===== src/rtl/ipacket_issue_queue_pkg.sv =====
// Shared LC-3b types for the decode/issue stage.
//   lc3b_word    : 16-bit machine word
//   lc3b_reg     : 3-bit register index
//   lc3b_opcode  : instruction opcode, inst[15:12]
//   lc3b_ipacket : decoded instruction packet handed to the issue stage
//   ipq_entry_t  : one queued fetch result {inst, pc}
package ipacket_issue_queue_pkg;

  typedef logic [15:0] lc3b_word;
  typedef logic [2:0]  lc3b_reg;

  typedef enum logic [3:0] {
    OP_BR   = 4'b0000,
    OP_ADD  = 4'b0001,
    OP_LDB  = 4'b0010,
    OP_STB  = 4'b0011,
    OP_JSR  = 4'b0100,
    OP_AND  = 4'b0101,
    OP_LDW  = 4'b0110,
    OP_STW  = 4'b0111,
    OP_RTI  = 4'b1000,
    OP_NOT  = 4'b1001,
    OP_LDI  = 4'b1010,
    OP_STI  = 4'b1011,
    OP_JMP  = 4'b1100,
    OP_SHF  = 4'b1101,
    OP_LEA  = 4'b1110,
    OP_TRAP = 4'b1111
  } lc3b_opcode;

  // Link register written by JSR/JSRR and TRAP.
  localparam lc3b_reg LINK_REG = 3'd7;

  // Register fields are zero when the corresponding enable is clear.
  typedef struct packed {
    lc3b_opcode opcode;
    lc3b_word   inst;
    lc3b_word   pc;
    lc3b_reg    dr_sr;        // destination, or store-data source when sr2_mux_sel
    lc3b_reg    sr1;
    lc3b_reg    sr2;
    logic       opA;          // sr1 is read
    logic       opB;          // sr2 is read
    logic       sr2_mux_sel;  // dr_sr is read as store data
    logic       load_regfile; // dr_sr is written
    logic       load_cc;
  } lc3b_ipacket;

  typedef struct packed {
    lc3b_word inst;
    lc3b_word pc;
  } ipq_entry_t;

endpackage


===== src/rtl/ipacket_issue_queue_decode_table.sv =====
// ipacket_decode_table: combinational opcode table, inst/pc -> lc3b_ipacket.
// The pc field is passed through unchanged; any pc offset is applied by the caller.
//   i_inst     : instruction word
//   i_pc       : pc of the instruction
//   o_ipacket  : decoded packet; unknown opcodes yield an all-default NOP packet
module ipacket_decode_table
  import ipacket_issue_queue_pkg::*;
(
  input  lc3b_word    i_inst,
  input  lc3b_word    i_pc,
  output lc3b_ipacket o_ipacket
);

  lc3b_opcode w_op;
  assign w_op = lc3b_opcode'(i_inst[15:12]);

  // NOTE: every field gets a default before the case so no path leaves a latch.
  always_comb begin
    o_ipacket        = '0;
    o_ipacket.opcode = w_op;
    o_ipacket.inst   = i_inst;
    o_ipacket.pc     = i_pc;
    case (w_op)
      OP_ADD, OP_AND: begin
        o_ipacket.dr_sr        = i_inst[11:9];
        o_ipacket.sr1          = i_inst[8:6];
        o_ipacket.opA          = 1'b1;
        o_ipacket.load_regfile = 1'b1;
        o_ipacket.load_cc      = 1'b1;
        // bit 5 selects the immediate form, which has no second register source
        if (!i_inst[5]) begin
          o_ipacket.sr2 = i_inst[2:0];
          o_ipacket.opB = 1'b1;
        end
      end
      OP_NOT, OP_SHF, OP_LDB, OP_LDW, OP_LDI: begin
        o_ipacket.dr_sr        = i_inst[11:9];
        o_ipacket.sr1          = i_inst[8:6];
        o_ipacket.opA          = 1'b1;
        o_ipacket.load_regfile = 1'b1;
        o_ipacket.load_cc      = 1'b1;
      end
      OP_LEA: begin
        o_ipacket.dr_sr        = i_inst[11:9];
        o_ipacket.load_regfile = 1'b1;
      end
      OP_STB, OP_STW, OP_STI: begin
        o_ipacket.dr_sr       = i_inst[11:9];
        o_ipacket.sr1         = i_inst[8:6];
        o_ipacket.opA         = 1'b1;
        o_ipacket.sr2_mux_sel = 1'b1;
      end
      OP_JMP: begin
        o_ipacket.sr1 = i_inst[8:6];
        o_ipacket.opA = 1'b1;
      end
      OP_JSR: begin
        o_ipacket.dr_sr        = LINK_REG;
        o_ipacket.load_regfile = 1'b1;
        // JSRR (bit 11 clear) jumps through a base register
        if (!i_inst[11]) begin
          o_ipacket.sr1 = i_inst[8:6];
          o_ipacket.opA = 1'b1;
        end
      end
      OP_TRAP: begin
        o_ipacket.dr_sr        = LINK_REG;
        o_ipacket.load_regfile = 1'b1;
      end
      default: ; // BR, RTI: no register traffic
    endcase
  end

endmodule


===== src/rtl/ipacket_issue_queue.sv =====
// ipacket_issue_queue: buffered decode/issue stage for the LC-3b pipeline.
// Fetched {inst, pc} pairs are queued; the head is decoded and issued once no
// source register has an outstanding writer (per-register pending counters).
//   clk, reset_n            : clock, synchronous active-low reset
//   in_valid/in_ready       : fetch handshake, in_inst/in_pc payload
//   out_valid/out_ready     : issue handshake, out_ipacket payload (pc + PC_INC)
//   wb_valid/wb_dr          : retirement of one issued register writer
//   flush                   : discard all queued entries (counters kept)
//   occupancy               : entries held
//   sb_err                  : sticky, retirement seen for a register with no writer
module ipacket_issue_queue
  import ipacket_issue_queue_pkg::*;
#(
  parameter int unsigned DEPTH    = 4,
  parameter int unsigned SB_CNT_W = 2,
  parameter int unsigned PC_INC   = 2
) (
  input  logic                     clk,
  input  logic                     reset_n,
  input  logic                     in_valid,
  output logic                     in_ready,
  input  lc3b_word                 in_inst,
  input  lc3b_word                 in_pc,
  output logic                     out_valid,
  input  logic                     out_ready,
  output lc3b_ipacket              out_ipacket,
  input  logic                     wb_valid,
  input  lc3b_reg                  wb_dr,
  input  logic                     flush,
  output logic [$clog2(DEPTH):0]   occupancy,
  output logic                     sb_err
);

  localparam int unsigned AW   = $clog2(DEPTH);
  localparam int unsigned NREG = 8;
  localparam logic [SB_CNT_W-1:0] SB_MAX = '1;

  ipq_entry_t          r_fifo [DEPTH];
  logic [AW-1:0]       r_wr_ptr;
  logic [AW-1:0]       r_rd_ptr;
  logic [AW:0]         r_occ;
  logic [SB_CNT_W-1:0] r_sb [NREG];
  logic                r_sb_err;

  ipq_entry_t          w_head;
  lc3b_ipacket         w_dec;
  lc3b_ipacket         w_pkt;
  logic                w_full;
  logic                w_hazard;
  logic                w_push;
  logic                w_issue;
  logic [NREG-1:0]     w_sb_inc;
  logic [NREG-1:0]     w_sb_dec;
  logic                w_underflow;

  assign w_head = r_fifo[r_rd_ptr];

  ipacket_decode_table u_decode (
    .i_inst    (w_head.inst),
    .i_pc      (w_head.pc),
    .o_ipacket (w_dec)
  );

  always_comb begin
    w_pkt    = w_dec;
    w_pkt.pc = w_dec.pc + 16'(PC_INC);
  end

  // RAW on any read source, or no room left in the destination's counter.
  always_comb begin
    w_hazard = 1'b0;
    if (w_pkt.opA && r_sb[w_pkt.sr1] != '0)                w_hazard = 1'b1;
    if (w_pkt.opB && r_sb[w_pkt.sr2] != '0)                w_hazard = 1'b1;
    if (w_pkt.sr2_mux_sel && r_sb[w_pkt.dr_sr] != '0)      w_hazard = 1'b1;
    if (w_pkt.load_regfile && r_sb[w_pkt.dr_sr] == SB_MAX) w_hazard = 1'b1;
  end

  // A full queue refuses a push even when the head leaves in the same cycle.
  assign w_full    = (r_occ == (AW+1)'(DEPTH));
  assign in_ready  = reset_n && !flush && !w_full;
  assign out_valid = reset_n && (r_occ != '0) && !w_hazard && !flush;
  assign w_push    = in_valid && in_ready;
  assign w_issue   = out_valid && out_ready;

  assign out_ipacket = w_pkt;
  assign occupancy   = r_occ;
  assign sb_err      = r_sb_err;

  always_comb begin
    w_sb_inc    = '0;
    w_sb_dec    = '0;
    w_underflow = 1'b0;
    for (int r = 0; r < NREG; r++) begin
      w_sb_inc[r] = w_issue && w_pkt.load_regfile && (w_pkt.dr_sr == lc3b_reg'(r));
      w_sb_dec[r] = wb_valid && (wb_dr == lc3b_reg'(r));
      // a simultaneous issue to the same register cancels the retirement
      if (w_sb_dec[r] && !w_sb_inc[r] && r_sb[r] == '0) w_underflow = 1'b1;
    end
  end

  // NOTE: the entry storage carries no reset; a slot is only read after a push wrote it.
  always_ff @(posedge clk) begin
    if (w_push) r_fifo[r_wr_ptr] <= ipq_entry_t'{inst: in_inst, pc: in_pc};
  end

  // NOTE: all state below uses non-blocking assignment so every update sees pre-edge values.
  always_ff @(posedge clk) begin
    if (!reset_n) begin
      r_wr_ptr <= '0;
      r_rd_ptr <= '0;
      r_occ    <= '0;
      r_sb_err <= 1'b0;
      for (int r = 0; r < NREG; r++) r_sb[r] <= '0;
    end else begin
      if (flush) begin
        r_wr_ptr <= '0;
        r_rd_ptr <= '0;
        r_occ    <= '0;
      end else begin
        if (w_push)  r_wr_ptr <= r_wr_ptr + AW'(1);
        if (w_issue) r_rd_ptr <= r_rd_ptr + AW'(1);
        case ({w_push, w_issue})
          2'b10:   r_occ <= r_occ + (AW+1)'(1);
          2'b01:   r_occ <= r_occ - (AW+1)'(1);
          default: ;
        endcase
      end
      // Counters survive a flush: downstream still retires squashed writers.
      for (int r = 0; r < NREG; r++) begin
        if (w_sb_inc[r] && !w_sb_dec[r])
          r_sb[r] <= r_sb[r] + SB_CNT_W'(1);
        else if (w_sb_dec[r] && !w_sb_inc[r] && r_sb[r] != '0)
          r_sb[r] <= r_sb[r] - SB_CNT_W'(1);
      end
      if (w_underflow) r_sb_err <= 1'b1;
    end
  end

endmodule

===== config.mk =====
export PLATFORM = sky130hd
export DESIGN_NAME = ipacket_issue_queue
export DESIGN_NICKNAME = d
export VERILOG_FILES = /design/src/rtl/ipacket_issue_queue_pkg.sv /design/src/rtl/ipacket_issue_queue_decode_table.sv /design/src/rtl/ipacket_issue_queue.sv
export SDC_FILE = /design/constraint.sdc
export NUM_CORES = 1
export LEC_CHECK = 0
export BUFFER_PORTS_ARGS = -buffer_cell sky130_fd_sc_hd__buf_2
export CORE_MARGIN = 2
export CORE_UTILIZATION = 62
export DETAILED_ROUTE_END_ITERATION = 10
export PLACE_DENSITY = 0.85
export SLEW_MARGIN = 20
export SYNTH_ARGS = -nofsm -noshare
export SYNTH_HDL_FRONTEND = slang
export SYNTH_SLANG_ARGS = --single-unit

===== constraint.sdc =====
create_clock -name clk -period 11.28 [get_ports clk]
set_input_delay 1.128 -clock clk [delete_from_list [all_inputs] [get_ports clk]]
set_output_delay 1.128 -clock clk [all_outputs]
set_load 0.01 [all_outputs]

# Word-level counts from Yosys, hierarchy flattened
# Memory sizes are Yosys's and may differ from the RTL's. A register that Yosys moved wholly into a read port is not among the register bits.
# Index checks and enable logic that the tools add are counted.
# totals
reg_bits,8
mem_bits_rw,144
inputBits,41
output_inout_bits,56
word_cells,288
memories,2
# op_classes
addsub,21
n_eq_ne,32
n_mux,102
bitwise,17
reduce_logical,110
# mem_list
memory,words,width,rd,rd_clocked_by_memory_dff,write_ports,line_no,source
r_fifo,4,32,1,1,1,ipacket_issue_queue.sv:38,ipq_entry_t r_fifo [DEPTH];
r_sb,8,2,11,0,8,ipacket_issue_queue.sv:42,logic [SB_CNT_W-1:0] r_sb [NREG];
# ops
op,count
$mux 1,77
$logic_and 1x1->1,60
$mux 2,18
$eq 4x4->1 const B,7
$eq 3x3->1 const B,9
$reduce_bool 2->1,12
$reduce_or 11->1,2
$add 2x1->2 const B,10
$logic_not 1->1,19
$pmux 3 s2,3
$add 16x2->16 const B,1
$eq 4x3->1 const B,4
$logic_not 2->1,8
$or 1x1->1,16
$sub 2x1->2 const B,8
$eq 3x2->1 const B,4
$reduce_or 10->1,1
$mux 3,3
$eq 4x2->1 const B,2
$reduce_or 7->1,1
$eq 3x1->1 const B,2
$logic_not 3->1,2
$reduce_or 2->1,3
$eq 2x2->1 const B,2
8 further kinds,8

# Depth between registers and ports, before layout
# Gate-level depths: netlist of run 1.
# An unclocked memory read counts as a cell.
# logic_depth
ltp_word,27
ltp_mapped,24
depth_no_buf,17

# Cells and area by module
# A second synthesis of run 1 with hierarchy kept.
# unflattened
cells_unflattened,507
area_unflattened_um2,7365.8
# by_module_without_submodules
mod,instances,cells_each,area_per_inst_um2,seq_area_each_um2
ipacket_issue_queue,1,442,6890.4,4524.3
ipacket_decode_table,1,65,475.5,0.0

# Worst setup path after synthesis of run 1
# OpenSTA, ideal clock, no wires.
# synth_timing
path_type,reg-to-reg
startpoint,register with a tool-made name
endpoint,"register r_occ[2], in the netlist occupancy[2]"
setup_time_ps,71
t_arrival_ps,5318
required_time_ps,11209
setup_slack_ps,5891
stages_incl_launch_ff,24
path_buffers,7
period_less_slack_ps,5389
cell_sequence,dfxtp_1 -> buf_6 -> buf_4 -> buf_2 -> buf_1 -> mux4_2 -> inv_1 -> ha_1 -> clkbuf_1 -> nor2_1 -> a21oi_1 -> nand2b_1 -> o221a_1 -> mux2i_2 -> o221ai_2 -> buf_6 -> buf_6 -> inv_2 -> ha_1 -> inv_1 -> fa_1 -> xor2_1 -> or3_1 -> a21oi_1
# synth_rtl
item,line_no,source
end signal: assignment,ipacket_issue_queue.sv:123,2'b10: r_occ <= r_occ + (AW+1)'(1);
end signal: assignment,ipacket_issue_queue.sv:124,2'b01: r_occ <= r_occ - (AW+1)'(1);
end: declaration,ipacket_issue_queue.sv:41,logic [AW:0] r_occ;

==> impl_metrics.ini, run 1 <==
[placed_design]
portBuffers = 96
dp_hpwl_um = 10500
gp_congestion = 0.929

[sta]
fin_skew_ns = 0.00498
fin_tns_setup_ns = 0
finalCritPeriodShare_pct = 48.6
final_max_slew_viol_count = 0
setup_violations = 0
relSlewSlack_pct = 40.7
finalHoldViolCount = 0
max_clock_freq_mhz = 182
whs_ns = 0.529
worst_slew_pin_slew_ns = 0.889
min_period_ns = 5.48
rsz0062_at_grt = no

[critical_path]
critical_path_class = reg -> out
reg2reg_depth = 17
path_buf_inv = 3
startpoint_type = flop
cp.required_ns = 10.15
cp_cell_sequence = buf_4, mux4_2, inv_1, ha_1, nor2_1, a21oi_1, nand2b_1, o221a_1, mux2i_2, nand2_1, a211oi_1, buf_2
arrival_ns = 4.35
cp_slowest_cell = mux4_2
worstPathMaxFanout = 34
reg2reg_to = occupancy[2]
cp.depth = 12
r2r_slack_ns = 6.14
end_kind = output port
crit_family = multiplexers
max_stage_delay_ns = 0.67
cp-endpoint = out_valid

[floorplanning]
die_h_um = 113
die_width_um = 113
die_area_mm2 = 0.0127
initial_core_util_pct = 63.8
rows = 39
top_level_ports = 97
coreArea_mm2 = 0.0115

[finish]
fin_util_pct = 73.4
final_cell_mix = 144 x edfxtp_1, 96 x buf_2, 34 x nor2_1, 32 x mux4_2
n_antenna_cell = 0
final_common_cell = edfxtp_1
drive_gt1_share_pct = 30.3
nNetsFinal = 646
syn_to_final_growth_pct = 15.0

[global_route]
globalRoute.busiestLayer = met2
grtUsageTotal_pct = 26.7
antenna_found_initial = 0
globalRouteMet1Util_pct = 33.9
use_met2_pct = 44.7
grt_max_degree = 35
globalRouteMet3Util_pct = 6.21
overflow = 0
grt_pass1_vias = 4715
grt_pass1_wl_um = 25300

[yosys]
netlist_instances = 499
synth_area_per_cell_um2 = 14.7
yosysTopAreaCellShare_pct = 58.8
yosysWarningCount = 0
postSynth.topFlopCell = edfxtp_1
synthDistinctLibCells = 73
synth_edf_count = 144
syn_area_mm2 = 0.00735
ys_ff_latch = 154
synth_area_leaders = edfxtp_1 59%, mux4_2 9.8%, dfxtp_1 2.7%
synth.largest_area_cell = edfxtp_1
ys_seq_area_share_pct = 61.6
syn_nets = 553
async_flop_share_pct = 0

[clock_network]
ctsResizeCount = 0
cts_tree = built
insertion_delay_ns = 0.42
cts_inserted_buffers = 17
cts_root_buf = clkbuf_16
clock_path_buffers = 2
cts.sinks = 154
cts_setup_buffers = 0
h-tree-depth = 4
ctsHoldBuffers = 0
path_clk_slew_ns = 0.06

[route]
viasPerCell = 6.23
wl_um = 16000
dr.pass1.iters = 8
drt_iter0_drc = 324
num_vias = 4650
wire_per_inst_um = 21.5
drcViolationCount = 2
antenna_left = 0

[outcome]
violations = design-rule violations
status = complete, but fails checks

[power]
vdd_ir_drop_max_mv = 0.194
leakage_nw = 3.05
power_density_mw_per_mm2 = 150

[worst_hold_path]
hold_class = reg -> reg

[job]
drv_cap = 0
-- power by group --
part	switching, mW	internal [mW]	total, mW
logic	0.0456	0.0283	0.0739
registers	0.00606	0.633	0.639
clock network	0.210	0.341	0.551
total	0.262	1.00	1.26
-- layer usage --
metal / part of all wire [%] / routed length (um) / vias up
met1: 40 / 6400 / 2323
li1: - / - / 2120
met5: 0 / 0 / -
met2: 52 / 8260 / 180
met3: 6.3 / 1000 / 27
met4: 2.2 / 356 / 0
-- stage by stage --
stage | power, mW | std cells | worst slack [ns] | area [um^2]
final | 1.26 | 746 | 5.80 | 8450
after global routing | 1.30 | 746 | 5.48 | 8450
after CTS | 1.27 | 746 | 5.91 | 8440
after detailed placement | 0.723 | 716 | 6.13 | 7880
after global placement | 0.720 | 716 | 6.26 | 7880
after floorplan | 0.693 | 499 | 5.89 | 7350
-- worst register-to-register path, cell delays in order, from the launching register on --
cell,delay [ns]
dfxtp_2,0.31
buf_4,0.50
mux4_2,0.71
inv_1,0.11
ha_1,0.33
nor2_1,0.37
a21oi_1,0.11
nand2b_1,0.27
o221a_1,0.30
mux2i_2,0.30
o221ai_4,0.36
inv_2,0.12
ha_1,0.19
inv_1,0.07
fa_1,0.38
xor2_1,0.17
or3_1,0.32
a21oi_1,0.15
-- sequential cells by signal, summed over array words and instances (netlist names), named ones only --
| name | cells |
|---|---|
| r_wr_ptr | 2 |
| r_sb | 16 |
| occupancy | 3 |
| r_fifo | 128 |
| sb_err | 1 |
| r_rd_ptr | 2 |
-- cells in the mapped netlist, types with 3 or more instances --
cell type,n
buf_1,3
and3_1,11
nor4_1,3
mux2_1,4
a211oi_1,4
nand2_1,23
o21ai_1,6
mux2i_1,11
edfxtp_1,144
xor2_1,11
o31ai_2,3
buf_2,7
and2_1,9
a211o_1,3
nand2b_1,5
o211ai_1,5
o31ai_1,6
inv_1,23
dfxtp_1,10
buf_6,4
nand3_1,13
nor2_1,34
nor3_1,7
buf_4,5
or4_1,3
nor3b_1,4
ha_1,12
clkbuf_1,4
or2_2,3
a21oi_1,10
o21ai_0,5
or3_1,3
xnor2_1,9
mux4_2,32
nor2b_1,7
-- cell families (layout without fill, tap and decap cells) --
family / after synthesis / in the layout / share of synthesized area, %
compound gates: 74 / 74 / 7.75
mux: 49 / 49 / 12.3
simple gates: 141 / 141 / 10.5
buf+inv: 48 / 152 / 3.23
fa+ha+maj: 13 / 13 / 2.32
xor+xnor: 20 / 20 / 2.38
flops: 154 / 154 / 61.6
-- cell type report --
cell class                      instances  area [um^2]
Clock buffer                           19          433
Clock inverter                         11          129
Fill cell                             703         3060
Inverter                               25         93.8
Multi-Input combinational cell        297         2600
Sequential cell                       154         4530
Tap cell                              143          179
Timing Repair Buffer                   97          488
-- worst min-delay path by stage --
| stage | depth (start not counted) | to | slack, ns | startpoint |
|---|---|---|---|---|
| detailed placement | 2 | flop | 0.50 | r_rd_ptr[1] |
| global route | 2 | flop | 0.57 | r_rd_ptr[1] |
| CTS | 2 | flop | 0.53 | r_rd_ptr[1] |
| floorplan | 2 | flop | 0.49 | r_rd_ptr[1] |
| finish | 2 | flop | 0.53 | r_rd_ptr[1] |
| global placement | 2 | occupancy[2] | 0.50 | occupancy[2] |
Note: power is estimated with default switching activity, not from simulation.
==> run 2: changes to the inputs <==
--- a/config.mk
+++ b/config.mk
@@ -7,9 +7,9 @@
 export LEC_CHECK = 0
 export BUFFER_PORTS_ARGS = -buffer_cell sky130_fd_sc_hd__buf_2
 export CORE_MARGIN = 2
-export CORE_UTILIZATION = 62
+export CORE_UTILIZATION = 52
 export DETAILED_ROUTE_END_ITERATION = 10
-export PLACE_DENSITY = 0.85
+export PLACE_DENSITY = 0.76
 export SLEW_MARGIN = 20
 export SYNTH_ARGS = -nofsm -noshare
 export SYNTH_HDL_FRONTEND = slang
==> constraint.sdc (replaced) <==
create_clock -name clk -period 4.5 [get_ports clk]
set_input_delay 0.45 -clock clk [delete_from_list [all_inputs] [get_ports clk]]
set_output_delay 0.45 -clock clk [all_outputs]
set_load 0.01 [all_outputs]
==> run 2 against run 1 <==
The run now ends clean; power grew to 2.6 times the previous value; critical path depth increased by 2; non-clock buffer count up 8; clock skew is 0.0051 ns higher; combinational power grew to 2.6 times the previous value; worst setup slack got worse by 5.5 ns; sequential power rose to 2.5 times the previous value; clock power grew to 2.6 times the previous value; flip-flop and latch count unchanged; critical path type is now reg -> reg; critical endpoint is now sb_err.
==> impl_metrics.ini, run 2 (synthesized netlist as in run 1, its figures left out) <==
[sta]
final_max_slew_viol_count = 0
fin_tns_setup_ns = 0
setup_violations = 0
min_period_ns = 4.19
max_clock_freq_mhz = 239
finalCritPeriodShare_pct = 93.1
layout_setup_ws_ns = 0.310
worst_slew_pin_slew_ns = 0.886
finalHoldViolCount = 0
relSlewSlack_pct = 40.9
fin_skew_ns = 0.0101
rsz0062_at_grt = no

[global_route]
grt_pass1_wl_um = 25100
antenna_found_initial = 1
overflow = 0
grtUsageTotal_pct = 22.8
grt_max_degree = 33
grt_pass1_vias = 4728

[placed_design]
place_ws_ns = 0.279
postPlaceCellArea_mm2 = 0.00802
gp_congestion = 0.939
dp_hpwl_um = 11200
portBuffers = 96

[floorplanning]
rows = 43
coreArea_mm2 = 0.0138
die_width_um = 123
initial_core_util_pct = 53.2
top_level_ports = 97
die_h_um = 123
die_area_mm2 = 0.0151

[route]
wl_um = 16100
drt_iter0_drc = 403
routed.top_layer = met4
wire_per_inst_um = 20.3
drcViolationCount = 0
met2_length_um = 8080
num_vias = 4672
antenna_left = 0
met1Wirelength_um = 6350
dr.pass1.iters = 5
viasPerCell = 5.89
wl_met3_um = 1240

[critical_path]
critical_path_class = reg -> reg
arrival_ns = 4.50
end_kind = flop
r2r_slack_ns = 0.31
reg2reg_to = sb_err
startpoint_type = flop
cp.required_ns = 4.81
worstPathMaxFanout = 14
reg2reg_depth = 14

[finish]
n_antenna_cell = 0
largest_register_ffs = 128
final_cell_mix = 144 x edfxtp_1, 96 x buf_2, 33 x nor2_1, 32 x mux4_2, 23 x nand2_1
drive_gt1_share_pct = 33.8
fin_area_mm2 = 0.00864
nNetsFinal = 654
final_common_cell = edfxtp_1
top_register = r_fifo
syn_to_final_growth_pct = 17.6
fin_util_pct = 62.5

[worst_hold_path]
hold_path_end = r_fifo[0][27]
hold_class = in -> reg
holdPathStages = 1
min_from = in_inst[11]

[job]
drv_cap = 0

[power]
leakage_nw = 3.10
power_density_mw_per_mm2 = 375
vdd_ir_drop_max_mv = 0.400

[clock_network]
cts_tree = built
path_clk_slew_ns = 0.07
cts.sinks = 154
cts_root_buf = clkbuf_16
ctsHoldBuffers = 0
h-tree-depth = 4
clock_path_buffers = 2
insertion_delay_ns = 0.42
cts_inserted_buffers = 17

[outcome]
status = finished clean
run 2: where the power goes:
| part | internal, mW | total, mW | switching, mW | leakage, nW |
|---|---|---|---|---|
| clock network | 0.879 | 1.45 | 0.571 | 0.287 |
| registers | 1.59 | 1.60 | 0.0144 | 1.40 |
| logic | 0.0739 | 0.192 | 0.118 | 1.41 |
run 2: final cells by class:
class                           count  area, um^2
Inverter                           25        93.8
Timing Repair Buffer              105         548
Fill cell                        1040        5180
Tap cell                          180         225
Sequential cell                   154        4530
Multi-Input combinational cell    297        2650
Clock inverter                     13         169
Clock buffer                       19         433
run 2: how the worst max path moves through the flow:
stage	start	end	slack, ns	cells past startpoint
final	flop	sb_err	0.31	14
after global routing	flop	r_sb[3][0]	0.03	14
after CTS	flop	out_valid	0.26	12
after detailed placement	flop	r_sb[4][0]	0.28	14
after global placement	flop	r_sb[3][1]	0.30	14
after floorplan	flop	occupancy[2]	0.01	24
run 2: timing repair:
action / 4_1_cts / 5_1_grt
setup buffers: 0 / 2
setup endpoints to repair: 0 / 5
resized for setup: 0 / 1
run 2: metal layers:
metal | vias up | GRT usage (%)
met5 | - | 0
met4 | 0 | 9.70
met3 | 36 | 6.60
met2 | 185 | 37.3
met1 | 2307 | 28.3
li1 | 2144 | -
run 2: stage by stage:
stage,power (mW),hold slack [ns],std cells
2_1_floorplan,1.74,0.490,499
3_3_place_gp,1.81,0.505,759
3_5_place_dp,1.82,0.519,759
4_1_cts,3.26,0.222,791
5_1_grt,3.34,0.224,793
6_report,3.24,0.237,793
run 2: critical path, stage by stage (launching register included):
cell and delay, ns:
dfxtp_2 0.40, buf_4 0.30, mux4_2 0.65, nand2_2 0.14
nand2_1 0.10, inv_2 0.14, o21a_1 0.20, mux2i_1 0.25
o221ai_1 0.16, mux2i_2 0.26, o221ai_2 0.26, buf_4 0.27
o31ai_1 0.39, o32ai_1 0.15, o41a_1 0.38
==> run 3: changes to the inputs <==
--- a/config.mk
+++ b/config.mk
@@ -6,6 +6,7 @@
 export NUM_CORES = 1
 export LEC_CHECK = 0
 export BUFFER_PORTS_ARGS = -buffer_cell sky130_fd_sc_hd__buf_2
+export CORE_ASPECT_RATIO = 1.75
 export CORE_MARGIN = 2
 export CORE_UTILIZATION = 52
 export DETAILED_ROUTE_END_ITERATION = 10
==> run 3 against run 2 <==
First-iteration DRC count fell by 52%; cell area barely moved; flip-flop and latch count did not move; sequential share of layout area barely moved; wire length rose by 2.4%; clock skew rose by 0.0052 ns; register-to-register slack improved by 0.02 ns; utilization barely moved; critical endpoint unchanged; largest power group unchanged.
==> impl_metrics.ini, run 3 (synthesized netlist as in run 1, its figures left out) <==
[power]
power_density_mw_per_mm2 = 369
p_sw_uw = 782
p_int_mw = 2.41
vdd_ir_drop_max_mv = 0.357
power_frac_clock_pct = 43.8
leakage_nw = 3.13
pwr-share-seq_pct = 50.2
netSwitchingFraction_pct = 24.5
combPwrFrac_pct = 6.0

[placed_design]
gp_congestion = 0.942
portBuffers = 96
dp_hpwl_um = 11900

[sta]
relSlewSlack_pct = 63.3
setup_violations = 0
finalHoldViolCount = 0
final_max_slew_viol_count = 0
rsz0062_at_grt = no
finalCritPeriodShare_pct = 92.7
fin_tns_setup_ns = 0
worst_slew_pin_slew_ns = 0.546
min_period_ns = 4.17
fin_skew_ns = 0.0153
max_clock_freq_mhz = 240

[finish]
fin_util_pct = 62.5
nNetsFinal = 658
final_cell_mix = 144 x edfxtp_1, 96 x buf_2, 33 x nor2_1, 32 x mux4_2, 23 x nand2_1
syn_to_final_growth_pct = 17.7
fillers = 1037
final_common_cell = edfxtp_1
n_antenna_cell = 0
drive_gt1_share_pct = 33.7
largest_register_ffs = 128
seqCellArea_mm2 = 0.00453
multiInputGateArea_mm2 = 0.00264
top_register = r_fifo

[global_route]
overflow = 0
grt_pass1_vias = 4976
grt_pass1_wl_um = 25600
antenna_found_initial = 0
grt_max_degree = 33
grtUsageTotal_pct = 22.8

[floorplanning]
die_area_mm2 = 0.0151
top_level_ports = 97
rows = 57
coreArea_mm2 = 0.0138
initial_core_util_pct = 53.1
die_width_um = 93.9
die_h_um = 161

[critical_path]
critPathMostFrequentCell = buf_4
cp.required_ns = 4.80
cp_slowest_cell = mux4_2
max_stage_delay_ns = 0.70
r2r_slack_ns = 0.33
end_kind = flop
cp_cell_sequence = buf_4, mux4_2, nand2_2, nand2_1, inv_2, o21a_1, mux2i_1, o221ai_1, mux2i_2, o221ai_2, buf_4, o311ai_0, o31ai_1, o41a_1
startpoint_type = flop
arrival_ns = 4.47
worstPathMaxFanout = 18
critical_path_class = reg -> reg

[job]
drv_cap = 0

[clock_network]
cts.sinks = 154
clock_path_buffers = 2
cts_setup_buffers = 0
ctsResizeCount = 0
cts_root_buf = clkbuf_16
cts_inserted_buffers = 17
insertion_delay_ns = 0.43
ctsHoldBuffers = 0
cts_tree = built
h-tree-depth = 4
path_clk_slew_ns = 0.07

[outcome]
status = finished clean

[route]
antenna_left = 0
drt_iter0_drc = 193
dr.pass1.iters = 5
num_vias = 4746
drcViolationCount = 0
wire_per_inst_um = 20.8
wl_um = 16500
viasPerCell = 5.98

[worst_hold_path]
hold_class = in -> reg
==> run 3: per-stage QoR <==
stage	area, um^2	total power, mW	cells	hold slack [ns]	worst slack, ns
after floorplan	7450	1.74	499	0.490	0.0121
after global placement	8060	1.82	762	0.506	0.302
after detailed placement	8060	1.82	762	0.522	0.355
after CTS	8650	3.21	794	0.226	0.357
after global routing	8650	3.29	794	0.218	0.169
final	8650	3.19	794	0.235	0.329
==> run 3: worst paths after layout <==
kind | start | to | depth (start not counted)
max reg2reg | flop | sb_err | 14
max | flop | sb_err | 14
min | in_pc[15] | r_fifo[1][15] | 1
min reg2reg | r_rd_ptr[1] | r_rd_ptr[1] | 2
==> run 3: routing by layer <==
metal	track usage [%]	vias up	share of wire, %
met3	5.60	43	4.9
met1	23.3	2391	35
met4	10.9	0	3.9
met2	42.2	165	56
li1	-	2147	-
met5	0	-	0
==> run 3: layout make-up <==
cell class              count  share of cell area, %
clock buffers              17                   4.92
inverters                  25                   1.09
clock inverters            15                   1.91
multi-input cells         297                   30.5
flip-flops and latches    154                   52.3
well taps                 177                   2.56
repair buffers            109                   6.68
==> run 3: power groups by stage <==
stage          clock network, mW  registers [mW]  logic (mW)
2_1_floorplan                  0            1.63       0.113
3_3_place_gp                   0            1.63       0.185
3_5_place_dp                   0            1.63       0.190
4_1_cts                     1.42            1.60       0.191
5_1_grt                     1.48            1.60       0.208
6_report                    1.40            1.60       0.191
==> run 3: critical path: cells and delay by family, from the launching register on <==
kind / cells / cell delay, ns
mux: 3 / 1.18
buf+inv: 3 / 0.63
flops: 1 / 0.37
compound gates: 6 / 1.60
simple gates: 2 / 0.29
